[config.mk]
export PLATFORM = sky130hd
export DESIGN_NAME = ddr2_read_capture
export DESIGN_NICKNAME = d
export VERILOG_FILES = /design/src/rtl/ddr2_pkg.sv /design/src/rtl/ddr2_read_capture_fifo.sv /design/src/rtl/ddr2_read_capture.sv
export SDC_FILE = /design/constraint.sdc
export NUM_CORES = 1
export LEC_CHECK = 0
export BUFFER_PORTS_ARGS = -buffer_cell sky130_fd_sc_hd__clkbuf_2
export CAP_MARGIN = 20
export CORE_MARGIN = 2
export CORE_UTILIZATION = 45
export CTS_CLUSTER_DIAMETER = 80
export CTS_CLUSTER_SIZE = 30
export DETAILED_ROUTE_END_ITERATION = 12
export PLACE_DENSITY = 0.63
export SYNTH_ARGS = -nofsm -noshare
export SYNTH_HDL_FRONTEND = slang
export SYNTH_SLANG_ARGS = --single-unit
export TNS_END_PERCENT = 1
[constraint.sdc]
create_clock -name clk -period 7.4 [get_ports clk]
set_input_delay 1.48 -clock clk [delete_from_list [all_inputs] [get_ports clk]]
set_output_delay 1.48 -clock clk [all_outputs]
set_load 0.05 [all_outputs]
[src/rtl/ddr2_pkg.sv]
// Shared DDR2 timing/geometry constants for the read-return path and the init engine.
// The helper computes the column-wrapped address of beat idx in a sequential burst.
package ddr2_pkg;

  localparam int unsigned BL      = 8;
  localparam int unsigned CL      = 4;
  localparam int unsigned AL      = 3;
  localparam int unsigned PAD_DLY = 2;
  localparam int unsigned RL_CLK  = 2 * (AL + CL) + PAD_DLY;
  localparam int unsigned ADDR_W  = 25;
  localparam int unsigned DATA_W  = 16;
  localparam int unsigned BL_LOG2 = $clog2(BL);
  localparam int unsigned AQ_AW   = 2;
  localparam logic        BT_SEQ  = 1'b0;

  typedef enum logic {
    CAP_IDLE,
    CAP_CAPTURE
  } cap_state_e;

  // Upper address bits never carry out of the burst column.
  function automatic logic [ADDR_W-1:0] burst_addr(input logic [ADDR_W-1:0] base,
                                                   input logic [BL_LOG2-1:0] idx);
    logic [BL_LOG2-1:0] col;
    col = base[BL_LOG2-1:0] + idx;
    return {base[ADDR_W-1:BL_LOG2], col};
  endfunction

endpackage

[src/rtl/ddr2_read_capture_fifo.sv]
// Small first-word-fall-through FIFO; depth 2**AW, used as the read address queue.
module FIFO #(
  parameter int unsigned AW = 2,
  parameter int unsigned DW = 8
) (
  input  logic          clk,
  input  logic          reset,
  input  logic          put,
  input  logic          get,
  input  logic [DW-1:0] data_in,
  output logic          full_bar,
  output logic          empty_bar,
  output logic [DW-1:0] data_out
);

  localparam int unsigned DEPTH = 1 << AW;

  logic [DW-1:0] mem_q [DEPTH];
  logic [AW:0]   wr_q;
  logic [AW:0]   rd_q;
  logic          do_put;
  logic          do_get;

  always_comb begin
    empty_bar = (wr_q != rd_q);
    full_bar  = !((wr_q[AW] != rd_q[AW]) && (wr_q[AW-1:0] == rd_q[AW-1:0]));
    do_put    = put && full_bar;
    do_get    = get && empty_bar;
    data_out  = mem_q[rd_q[AW-1:0]];
  end

  always_ff @(posedge clk) begin
    if (reset) begin
      wr_q <= '0;
      rd_q <= '0;
    end else begin
      if (do_put) wr_q <= wr_q + (AW+1)'(1);
      if (do_get) rd_q <= rd_q + (AW+1)'(1);
    end
  end

  always_ff @(posedge clk) begin
    if (do_put) mem_q[wr_q[AW-1:0]] <= data_in;
  end

endmodule

[src/rtl/ddr2_read_capture.sv]
// DDR2 read-return datapath: times read latency, captures BL DQ beats and pushes
// {column-wrapped address, data} into the return FIFO.
module ddr2_read_capture
  import ddr2_pkg::*;
(
  input  logic                     clk,
  input  logic                     reset,
  input  logic                     rd_start,
  input  logic [ADDR_W-1:0]        rd_addr,
  input  logic [DATA_W-1:0]        dq_in,
  input  logic [1:0]               dqs_in,
  input  logic                     ret_notfull,
  output logic                     ret_put,
  output logic [ADDR_W+DATA_W-1:0] ret_data,
  output logic                     rd_window,
  output logic                     busy,
  output logic                     err_spacing,
  output logic                     err_ovf,
  output logic                     err_dqs
);

  localparam int unsigned      SP_W   = $clog2(BL + 1);
  localparam int unsigned      BC_W   = BL_LOG2 + 1;
  localparam logic [SP_W-1:0]  SP_SAT = SP_W'(BL);
  localparam logic [BC_W-1:0]  BC_END = BC_W'(BL);

  logic [RL_CLK-1:0]        pipe_q, pipe_d;
  logic [SP_W-1:0]          space_q, space_d;
  cap_state_e               state_q, state_d;
  logic [BC_W-1:0]          beat_q, beat_d;
  logic [ADDR_W-1:0]        base_q, base_d;
  logic                     put_q, put_d;
  logic [ADDR_W+DATA_W-1:0] data_q, data_d;
  logic                     spc_q, spc_d;
  logic                     ovf_q, ovf_d;
  logic                     dqs_err_q, dqs_err_d;

  logic              aq_full_bar;
  logic              aq_empty_bar;
  logic              aq_pop;
  logic [ADDR_W-1:0] aq_head;
  logic              space_ok;
  logic              accept;
  logic              tok_exit;
  logic              beat_done;
  logic              sample;
  logic [ADDR_W-1:0] beat_addr;

  FIFO #(
    .AW(AQ_AW),
    .DW(ADDR_W)
  ) u_addr_q (
    .clk      (clk),
    .reset    (reset),
    .put      (accept),
    .get      (aq_pop),
    .data_in  (rd_addr),
    .full_bar (aq_full_bar),
    .empty_bar(aq_empty_bar),
    .data_out (aq_head)
  );

  // Spacing counter saturates at BL; a saturated counter means "no recent start".
  always_comb begin
    space_ok = (space_q == SP_SAT);
    accept   = rd_start && space_ok && aq_full_bar;
    tok_exit = pipe_q[RL_CLK-1];
    pipe_d   = {pipe_q[RL_CLK-2:0], accept};
    if (accept) begin
      space_d = SP_W'(1);
    end else if (space_ok) begin
      space_d = space_q;
    end else begin
      space_d = space_q + SP_W'(1);
    end
  end

  // Beat 0 is sampled on the exit edge itself; beat_q==BL is a one-cycle tail
  // so a token exiting right after the last beat continues the burst gaplessly.
  always_comb begin
    state_d   = state_q;
    beat_d    = beat_q;
    base_d    = base_q;
    aq_pop    = 1'b0;
    sample    = 1'b0;
    beat_addr = '0;
    beat_done = (beat_q == BC_END);
    if (tok_exit && ((state_q == CAP_IDLE) || beat_done)) begin
      aq_pop    = 1'b1;
      sample    = 1'b1;
      base_d    = aq_head;
      beat_addr = aq_head;
      beat_d    = BC_W'(1);
      state_d   = CAP_CAPTURE;
    end else if (state_q == CAP_CAPTURE) begin
      if (beat_done) begin
        state_d = CAP_IDLE;
        beat_d  = '0;
      end else begin
        sample    = 1'b1;
        beat_addr = burst_addr(base_q, beat_q[BL_LOG2-1:0]);
        beat_d    = beat_q + BC_W'(1);
      end
    end
  end

  always_comb begin
    put_d     = sample && ret_notfull;
    data_d    = put_d ? {beat_addr, dq_in} : data_q;
    spc_d     = rd_start && !accept;
    ovf_d     = ovf_q || (sample && !ret_notfull);
    dqs_err_d = dqs_err_q || (sample && (dqs_in[0] != dqs_in[1]));
  end

  always_ff @(posedge clk) begin
    if (reset) begin
      pipe_q    <= '0;
      space_q   <= SP_SAT;
      state_q   <= CAP_IDLE;
      beat_q    <= '0;
      base_q    <= '0;
      put_q     <= 1'b0;
      data_q    <= '0;
      spc_q     <= 1'b0;
      ovf_q     <= 1'b0;
      dqs_err_q <= 1'b0;
    end else begin
      pipe_q    <= pipe_d;
      space_q   <= space_d;
      state_q   <= state_d;
      beat_q    <= beat_d;
      base_q    <= base_d;
      put_q     <= put_d;
      data_q    <= data_d;
      spc_q     <= spc_d;
      ovf_q     <= ovf_d;
      dqs_err_q <= dqs_err_d;
    end
  end

  assign ret_put     = put_q;
  assign ret_data    = data_q;
  assign err_spacing = spc_q;
  assign err_ovf     = ovf_q;
  assign err_dqs     = dqs_err_q;
  assign rd_window   = pipe_q[RL_CLK-1] || (state_q == CAP_CAPTURE);
  assign busy        = (|pipe_q) || aq_empty_bar || (state_q == CAP_CAPTURE);

  a_no_underflow: assert property (@(posedge clk) disable iff (reset)
    aq_pop |-> aq_empty_bar);
  a_no_lost_token: assert property (@(posedge clk) disable iff (reset)
    tok_exit |-> ((state_q == CAP_IDLE) || beat_done));

endmodule

=== Yosys cells after proc, flatten, opt, wreduce, memory -nomap -nowiden ===
Memories as Yosys holds them, arrays and structs flattened. A register that Yosys moved wholly into a read port is not among the register bits.
Cells that the tools add are included.
Widths: inputs -> output; s select.

* Bits of input ports: 47
* Latch bits: 0
* Bits in read-only memories: 0
* Memories kept: 1
* Bits in writable memories: 100
* Logic and storage cells: 67
* Bits in registers: 101

* Mux-type cells: 16
* Eq/ne operators: 7
* Magnitude comparators: 0
* Add/sub/neg operators: 5
* Bitwise logic cells: 1
* Divide/modulo/power cells: 0
* Reduce and logical (&&, ||, !) cells: 23
* Shift operators: 0
* $mul: 0

{| class="wikitable"
|+ Memory list
! memory !! depth !! bits a word !! rd ports !! clocked after memory_dff !! wr ports !! line !! text
|-
| u_addr_q.mem_q || 4 || 25 || 1 || 1 || 1 || ddr2_read_capture_fifo.sv:18 || <nowiki>logic [DW-1:0] mem_q [DEPTH];</nowiki>
|}

{| class="wikitable"
|+ Operator list
! operator !! number
|-
| $mux 25 || 3
|-
| $reduce_or 16->1 || 1
|-
| $mux 4 || 3
|-
| $logic_and 1x1->1 || 10
|-
| $add 4x1->4 const B || 2
|-
| $eq 4x4->1 const B || 2
|-
| $mux 1 || 8
|-
| $add 3x1->3 const B || 2
|-
| $logic_or 1x1->1 || 6
|-
| $mux 2 || 2
|-
| $reduce_or 2->1 || 2
|-
| $add 3x3->3 || 1
|-
| $logic_not 1->1 || 3
|-
| $ne 3x3->1 || 1
|-
| $eq 2x2->1 || 1
|-
| $ne 1x1->1 || 2
|-
| $ne 2x1->1 const B || 1
|-
| $reduce_bool 2->1 || 1
|-
| $not 1->1 || 1
|}

=== Logic depth before layout (Yosys ltp) ===
Gate-level depths: netlist of the first run.

* Depth after elaboration: 7
* Mapped depth: 8
* Mapped depth without buffers: 6

=== Cells and area by module ===
From an unflattened synthesis of the first run, not the netlist that was laid out.

* Cells, all modules: 606
* Area total of the unflattened synthesis: 7935.1 um2

{| class="wikitable"
|+ Modules (own cells, without submodules)
! module !! cells each !! seq. area each (um2) !! area an instance (um2) !! times used
|-
| FIFO || 201 || 3163.0 || 4166.5 || 1
|-
| ddr2_read_capture || 405 || 1901.8 || 3768.6 || 1
|}

=== Worst setup path after synthesis of the first run ===
No wires, ideal clock.

* Path kind: reg-to-output
* From: register state_q
* To: output port busy
* Cell stages (with the launch flop): 5
* Buffers on the path: 1
* Data required time: 5.920 ns
* Setup slack: 4.240 ns
* Data arrival time: 1.680 ns
* Path through: dfxtp_1 -> clkbuf_1 -> inv_1 -> nand2_1 -> nand4b_1

* Word-level cells in the longest chain between the ends: 1

{| class="wikitable"
|+ Ends and longest elaborated chain
! element !! line !! text
|-
| start: declaration || ddr2_read_capture.sv:29 || <nowiki>cap_state_e state_q, state_d;</nowiki>
|-
| start signal: assignment || ddr2_read_capture.sv:130 || <nowiki>state_q <= state_d;</nowiki>
|-
| $logic_or 1x1->1 || ddr2_read_capture.sv:147 || <nowiki>assign busy = (|pipe_q) || aq_empty_bar || (state_q == CAP_CAPTURE);</nowiki>
|-
| end: declaration || ddr2_read_capture.sv:16 || <nowiki>output logic busy,</nowiki>
|}

Every way passes these cells.

=== Worst setup path after layout of the first run ===
Ends and elaborated chain as after synthesis.

==> results of run 1 <==
## worst register-to-register path, delay by kind of cell, from the launching register on
kind | cells | cell delay [ps]
and+or+nand+nor | 2 | 880
AOI/OAI and AO/OA | 1 | 770
DFF | 1 | 360
buffers and inverters | 2 | 300
adders and majority gates | 1 | 140
## metrics by stage
stage	instance area, µm²	cells
after floorplan	7590	584
after global placement	8210	867
after detailed placement	8270	869
after CTS	8600	885
after global routing	8640	887
final	8640	887
## cells in the final DEF (no fill, tap or decap), types with 3 or more instances in the layout
cell type,n
mux2i_1,4
edfxtp_1,100
a21oi_1,67
nor2_1,41
inv_1,13
nor3_1,4
o21ai_0,4
xnor2_1,5
xor2_1,5
ha_1,10
nand3b_1,3
buf_4,5
mux2_2,3
clkbuf_2,92
nor2b_1,19
clkbuf_16,11
dfxtp_1,102
buf_16,3
nor4_1,5
and2_1,5
a211oi_1,23
mux4_2,25
nand2_1,89
## state kept, by name, indices dropped and copies added, names as in the netlist, named ones only
signal and cells:
state_q 1, err_dqs 1, base_q 25, ret_data 41, u_addr_q.mem_q 100, err_ovf 1
u_addr_q.rd_q 3, err_spacing 1, ret_put 1, space_q 4, u_addr_q.wr_q 3, pipe_q 16
beat_q 4
## kinds of logic (layout without fill, tap and decap cells)
| logic type | count (synthesis) | count (layout) |
|---|---|---|
| compound gates | 107 | 107 |
| xor+xnor | 10 | 10 |
| fa+ha+maj | 11 | 11 |
| buf+inv | 47 | 130 |
| flops | 203 | 203 |
| mux | 32 | 32 |
| simple gates | 174 | 174 |
## where the power goes
part	switching (mW)	internal [mW]
sequential	0.0257	1.26
combinational	0.139	0.0982
clock	0.351	0.285
total	0.515	1.65
## synth_stat cells, types with 2 or more instances
library cell  instances  area share, %
a2111oi_1             2           0.26
a211oi_1             23            2.3
a21oi_1              67            4.4
and2_1                5           0.41
and3b_1               2           0.23
buf_2                15           0.99
buf_4                 4           0.40
clkbuf_1             13           0.64
dfxtp_1             103             27
edfxtp_1            100             40
ha_1                 10            1.6
inv_1                13           0.64
mux2_2                3           0.44
mux2i_1               4           0.53
mux4_2               25            7.4
nand2_1              89            4.4
nand2b_1              2           0.16
nand3b_1              3           0.30
nor2_1               42            2.1
nor2b_1              19            1.6
nor3_1                4           0.26
nor4_1                5           0.41
o21ai_0               4           0.26
xnor2_1               5           0.58
xor2_1                5           0.58
## final timing paths
path                                               from                              end  slack, ps  cells after the start
worst max-delay path                 state_q$_SDFF_PP0_                             busy       4090                      4
worst min-delay path            base_q[12]$_SDFFE_PP0P_          base_q[12]$_SDFFE_PP0P_        460                      2
worst max register to register  space_q[1]$_SDFFE_PP0P_  u_addr_q.mem_q[1][11]$_DFFE_PP_       4650                      6
worst min register to register  base_q[12]$_SDFFE_PP0P_          base_q[12]$_SDFFE_PP0P_        460                      2
## layer usage
| metal | GRT usage (%) | up-vias | wire [µm] |
|---|---|---|---|
| li1 | - | 2234 | - |
| met1 | 22.9 | 2241 | 6710 |
| met2 | 28.1 | 111 | 7080 |
| met3 | 2.27 | 16 | 756 |
| met4 | 3.78 | 0 | 247 |
| met5 | 0 | - | 0 |
## area by class of cell
cell class / instances / area [µm²] / area share, %
sequential: 203 / 5070 / 58.6
clock inverter: 4 / 48.8 / 0.564
multi-input combinational: 334 / 2330 / 26.9
inverter: 13 / 48.8 / 0.564
timing repair buffer: 101 / 601 / 6.95
clock buffer: 12 / 279 / 3.23
tap: 220 / 275 / 3.18
==> results.json, run 1 <==
{
  "run_status": "complete, no violations",
  "fmax_ghz": 0.302,
  "portBuffers": 93,
  "drive_gt1_share_pct": 23.1,
  "cts_hold_buf": 0,
  "arrival_ps": 1830,
  "crit_fanout": 8,
  "core_area_um2": 16500,
  "hpwl_mm": 9.54,
  "seq_area_frac_synth_pct": 66.7,
  "worst_skew_pair.late_latency_ps": 460,
  "ys.flop_type": "dfxtp_1",
  "power-per-cell-area_nw_per_um2": 250,
  "ctsLongestPathBuffers": 3,
  "synth_edf_count": 100,
  "diodes": 0,
  "yosys_warnings": 0,
  "start_util_pct": 45.9,
  "nNetsFinal": 722,
  "worst_pin_slew_ps": 1090,
  "wl_per_cell_um": 16.7,
  "slowest_delay_ps": 560,
  "peakVddDrop_v": 0.000165,
  "async_flop_share_pct": 0,
  "synth_top_family_by_area": "simple AND/OR/NAND/NOR gates",
  "clockRootBuffer": "clkbuf_16",
  "pre_cts_ws_ps": 3860,
  "critical-path-top-delay-family": "flip-flops",
  "wl_mm": 14.8,
  "grt_usage_pct": 16.6,
  "synth-compound-area-share_pct": 8.85,
  "setup.worst_path.start_class": "register",
  "grt_pass1_wl_mm": 23.6,
  "slew_viol_final": 0,
  "io_pins": 94,
  "clk_pin_slew_worst_paths_ps": 110,
  "critPathBufInv": 2,
  "synth_nets": 642,
  "drc": 0,
  "gp_congestion": 0.741,
  "num_rows": 47,
  "cts_tree": "done",
  "clock_sinks": 203,
  "finalSetupTns_ps": 0,
  "total_power_mw": 2.16,
  "worstHoldPathType": "register to register",
  "num_vias": 4602,
  "synth_area_per_cell_um2": 13.0,
  "cts.repair.resized": 0,
  "overflow": 0,
  "cellLeakagePower_nw": 3.03,
  "grt_pass1_vias": 4498,
  "grt_setup_unrepaired": "false",
  "ys_ff_latch": 203,
  "cap_violations": 0,
  "die_area_um2": 17900,
  "cts_buffers": 11,
  "ys_types": 42,
  "fin_util_pct": 52.3,
  "path_cells": "inv_1, nand2_1, nand4b_1, clkbuf_2",
  "muxShareOfSynthArea_pct": 8.39,
  "finalClockSkew_ps": 25.0,
  "hold_slack_ps": 460,
  "synthSimpleGateAreaFrac_pct": 10.1,
  "max-slew-margin-rel_pct": 27.0,
  "cp.required_ps": 5920,
  "die_x_um": 134,
  "yosys.area_share.adder_pct": 1.91,
  "fin_crit_ps": 3310,
  "grt_max_degree": 105,
  "syn_inst": 584,
  "area_growth_pct": 13.9,
  "fillers": 1387,
  "timing.final.crit_share_pct": 44.7,
  "h-tree-depth": 1,
  "post-cts-setup-buffers": 0,
  "layout_setup_ws_ps": 4090,
  "cp-end-kind": "primary output",
  "synth_xor_area_share_pct": 1.15,
  "vias_per_cell": 5.19,
  "critical_path_class": "register to primary output",
  "slowest_stage": "dfxtp_1",
  "antenna_found_initial": 0,
  "die_y_um": 134,
  "setup_viol_count_final": 0,
  "antenna_left": 0,
  "hold_violations": 0,
  "syn-cell-area_um2": 7590,
  "drtPass1Iterations": 4,
  "drt-initial-drc-count": 262
}
Power figures use the tool's default switching activity.
==> run 2, diff against run 1 <==
--- a/config.mk
+++ b/config.mk
@@ -5,6 +5,7 @@
 export SDC_FILE = /design/constraint.sdc
 export NUM_CORES = 1
 export LEC_CHECK = 0
+export ABC_AREA = 1
 export BUFFER_PORTS_ARGS = -buffer_cell sky130_fd_sc_hd__clkbuf_2
 export CAP_MARGIN = 20
 export CORE_MARGIN = 2
@@ -12,7 +13,7 @@
 export CTS_CLUSTER_DIAMETER = 80
 export CTS_CLUSTER_SIZE = 30
 export DETAILED_ROUTE_END_ITERATION = 12
-export PLACE_DENSITY = 0.63
+export PLACE_DENSITY = 0.65
 export SYNTH_ARGS = -nofsm -noshare
 export SYNTH_HDL_FRONTEND = slang
 export SYNTH_SLANG_ARGS = --single-unit
==> constraint.sdc (replaced) <==
create_clock -name clk -period 2.8 [get_ports clk]
set_input_delay 0.56 -clock clk [delete_from_list [all_inputs] [get_ports clk]]
set_output_delay 0.56 -clock clk [all_outputs]
set_load 0.05 [all_outputs]
==> run 2 against run 1 <==
Non-clock buffer count rose by 6. Worst hold slack got worse by 150 ps. Clock power grew to 3.1 times the previous value. Core utilization is 0.29 points lower. First-iteration DRC count grew 39%. Final area up 9.2%. Combinational power rose to 2.6 times the previous value. Via count rose by 27%. Wire length increased by 7.3%. Critical endpoint unchanged. Highest routed layer unchanged. Die area up 10%.
==> results.json, run 2 <==
{
  "fin_crit_ps": 2320,
  "finalClockSkew_ps": 31.8,
  "timing.final.crit_share_pct": 82.8,
  "worst_pin_slew_ps": 884,
  "synth_top_area_share_pct": 35.8,
  "num_rows": 49,
  "critical_path_class": "register to primary output",
  "core_area_um2": 18100,
  "clock_sinks": 203,
  "drive_gt1_share_pct": 13.0,
  "rr_endpoint": "u_addr_q.mem_q[0][9]$_DFFE_PP_",
  "synth.most_common_cell": "nand2_1",
  "rr_worst_depth": 9,
  "final_cell_mix": "nand2_1 (311), inv_1 (151), nor2_1 (113)",
  "regArea_um2": 5060,
  "total_power_mw": 5.92,
  "slew_viol_final": 0,
  "post-cts-setup-buffers": 0,
  "grt_setup_unrepaired": "false",
  "start_util_pct": 46.2,
  "syn-cell-area_um2": 8380,
  "ys_top_cells_by_area": "edfxtp_1 (36%), dfxtp_1 (25%), nand2_1 (14%)",
  "power-per-cell-area_nw_per_um2": 627,
  "grt_max_degree": 55,
  "grt_usage_pct": 16.2,
  "antenna_found_initial": 0,
  "ys.flop_type": "dfxtp_1",
  "die_area_um2": 19700,
  "switchingPower_mw": 1.51,
  "area_growth_pct": 12.6,
  "seq_area_frac_synth_pct": 60.4,
  "fillers": 1705,
  "cts_tree": "done",
  "nNetsFinal": 1112,
  "cellLeakagePower_nw": 4.39,
  "setup.worst_path.start_class": "register",
  "hpwl_mm": 10.4,
  "drt-initial-drc-count": 364,
  "overflow": 0,
  "grt_pass1_wl_mm": 26.2,
  "fmax_ghz": 0.431,
  "synthTopCellsByCount": "nand2_1 (311), inv_1 (151), nor2_1 (117), dfxtp_1 (103), edfxtp_1 (100)",
  "cts_hold_buf": 0,
  "gp_congestion": 0.812,
  "clockRootBuffer": "clkbuf_16",
  "portBuffers": 93,
  "final_cell_area_um2": 9440,
  "pre_cts_ws_ps": 640,
  "min_to": "err_spacing$_SDFF_PP0_",
  "wl_per_cell_um": 12.3,
  "async_flop_share_pct": 0,
  "final_common_cell": "nand2_1",
  "hold_violations": 0,
  "diodes": 0,
  "num_vias": 5834,
  "synth_largest_area_cell": "edfxtp_1",
  "max-slew-margin-rel_pct": 41.0,
  "reg2reg_setup_slack_ps": 620,
  "yosys_warnings": 0,
  "finalSetupTns_ps": 0,
  "peakVddDrop_v": 0.000441,
  "path_cells": "inv_1, nand2_1, nand2_1, nand3_1, inv_1, nand4_1, clkbuf_2",
  "fin_util_pct": 52.0,
  "io_pins": 94,
  "power_frac_comb_pct": 10.3,
  "arrival_ps": 1760,
  "p_seq_share_pct": 57.0,
  "cts.repair.resized": 0,
  "synth_edf_count": 100,
  "setup_viol_count_final": 0,
  "crit_fanout": 5,
  "largest_register_ffs": 100,
  "ctsLongestPathBuffers": 3,
  "clk_pin_slew_worst_paths_ps": 110,
  "r2r_start": "space_q[0]$_SDFFE_PP0P_",
  "cp-end-kind": "primary output",
  "drtPass1Iterations": 4,
  "antenna_left": 0,
  "h-tree-depth": 1,
  "die_x_um": 140,
  "holdPathStages": 3,
  "ys_types": 32,
  "worstHoldStart": "rd_start",
  "grt_pass1_vias": 5314,
  "syn_inst": 974,
  "cts_buffers": 12,
  "p_int_mw": 4.41,
  "multi_input_area_um2": 2530,
  "layout_setup_ws_ps": 482,
  "drc": 0,
  "clkPwrFrac_pct": 32.7,
  "worst_skew_pair.late_latency_ps": 480,
  "cap_violations": 0,
  "slowest_stage": "dfxtp_1",
  "vias_per_cell": 4.53,
  "worstHoldPathType": "primary input to register",
  "wl_mm": 15.9,
  "synth_area_per_cell_um2": 8.60,
  "run_status": "complete, no violations",
  "cp.required_ps": 2240,
  "die_y_um": 140,
  "switching_share_pct": 25.5,
  "placed_area_um2": 9030,
  "slowest_delay_ps": 420,
  "synth_nets": 1032,
  "ys_ff_latch": 203
}
## run 2: power by group through the flow
| stage | logic, mW | clock network [mW] | registers [mW] |
|---|---|---|---|
| 2_1_floorplan | 0.403 | 0 | 3.44 |
| 3_3_place_gp | 0.614 | 0 | 3.44 |
| 3_5_place_dp | 0.619 | 0 | 3.44 |
| 4_1_cts | 0.623 | 2.00 | 3.37 |
| 5_1_grt | 0.707 | 2.11 | 3.39 |
| 6_report | 0.611 | 1.94 | 3.37 |
## run 2: worst max-delay path by stage
stage	startpoint	to	slack, ps
2_1_floorplan	space_q[0]$_SDFFE_PP0P_	u_addr_q.mem_q[1][0]$_DFFE_PP_	180
3_3_place_gp	space_q[0]$_SDFFE_PP0P_	u_addr_q.mem_q[0][17]$_DFFE_PP_	700
3_5_place_dp	space_q[0]$_SDFFE_PP0P_	u_addr_q.mem_q[0][17]$_DFFE_PP_	640
4_1_cts	u_addr_q.wr_q[1]$_SDFFE_PP0P_	busy	450
5_1_grt	u_addr_q.wr_q[1]$_SDFFE_PP0P_	busy	280
6_report	u_addr_q.wr_q[1]$_SDFFE_PP0P_	busy	480
## run 2: cell type report
class                   instances  share of cell area [%]
well taps                     229                    3.04
clock buffers                  14                    3.49
clock inverters                 6                   0.822
inverters                     154                    6.12
repair buffers                107                    6.04
multi-input cells             576                    26.8
flip-flops and latches        203                    53.7
## run 2: worst max-delay path: cells and delay by family, from the launching register on
kind	cells	cell delay, ps
flops	1	420
buf+inv	3	460
simple gates	4	410
## run 2: kinds of logic after synthesis
family	Yosys count	synth area share, %
AND/OR/NAND/NOR	501	24.0
buffers and inverters	195	9.45
AO/OA/AOI/OAI	56	3.57
adder cells (fa/ha/maj)	11	1.73
flip-flops	203	60.4
XOR/XNOR	8	0.836
## run 2: layer usage
layer	up-vias	track usage (%)	wire length, µm
met5	-	0	0
met4	0	3.47	243
met3	16	1.98	762
met2	121	26.2	7030
met1	2548	23.6	7830
li1	3149	-	-
## run 2: metrics by stage
stage          cells  hold slack [ps]
2_1_floorplan    974              403
3_3_place_gp    1269              408
3_5_place_dp    1269              413
4_1_cts         1289              293
5_1_grt         1289              298
6_report        1289              307
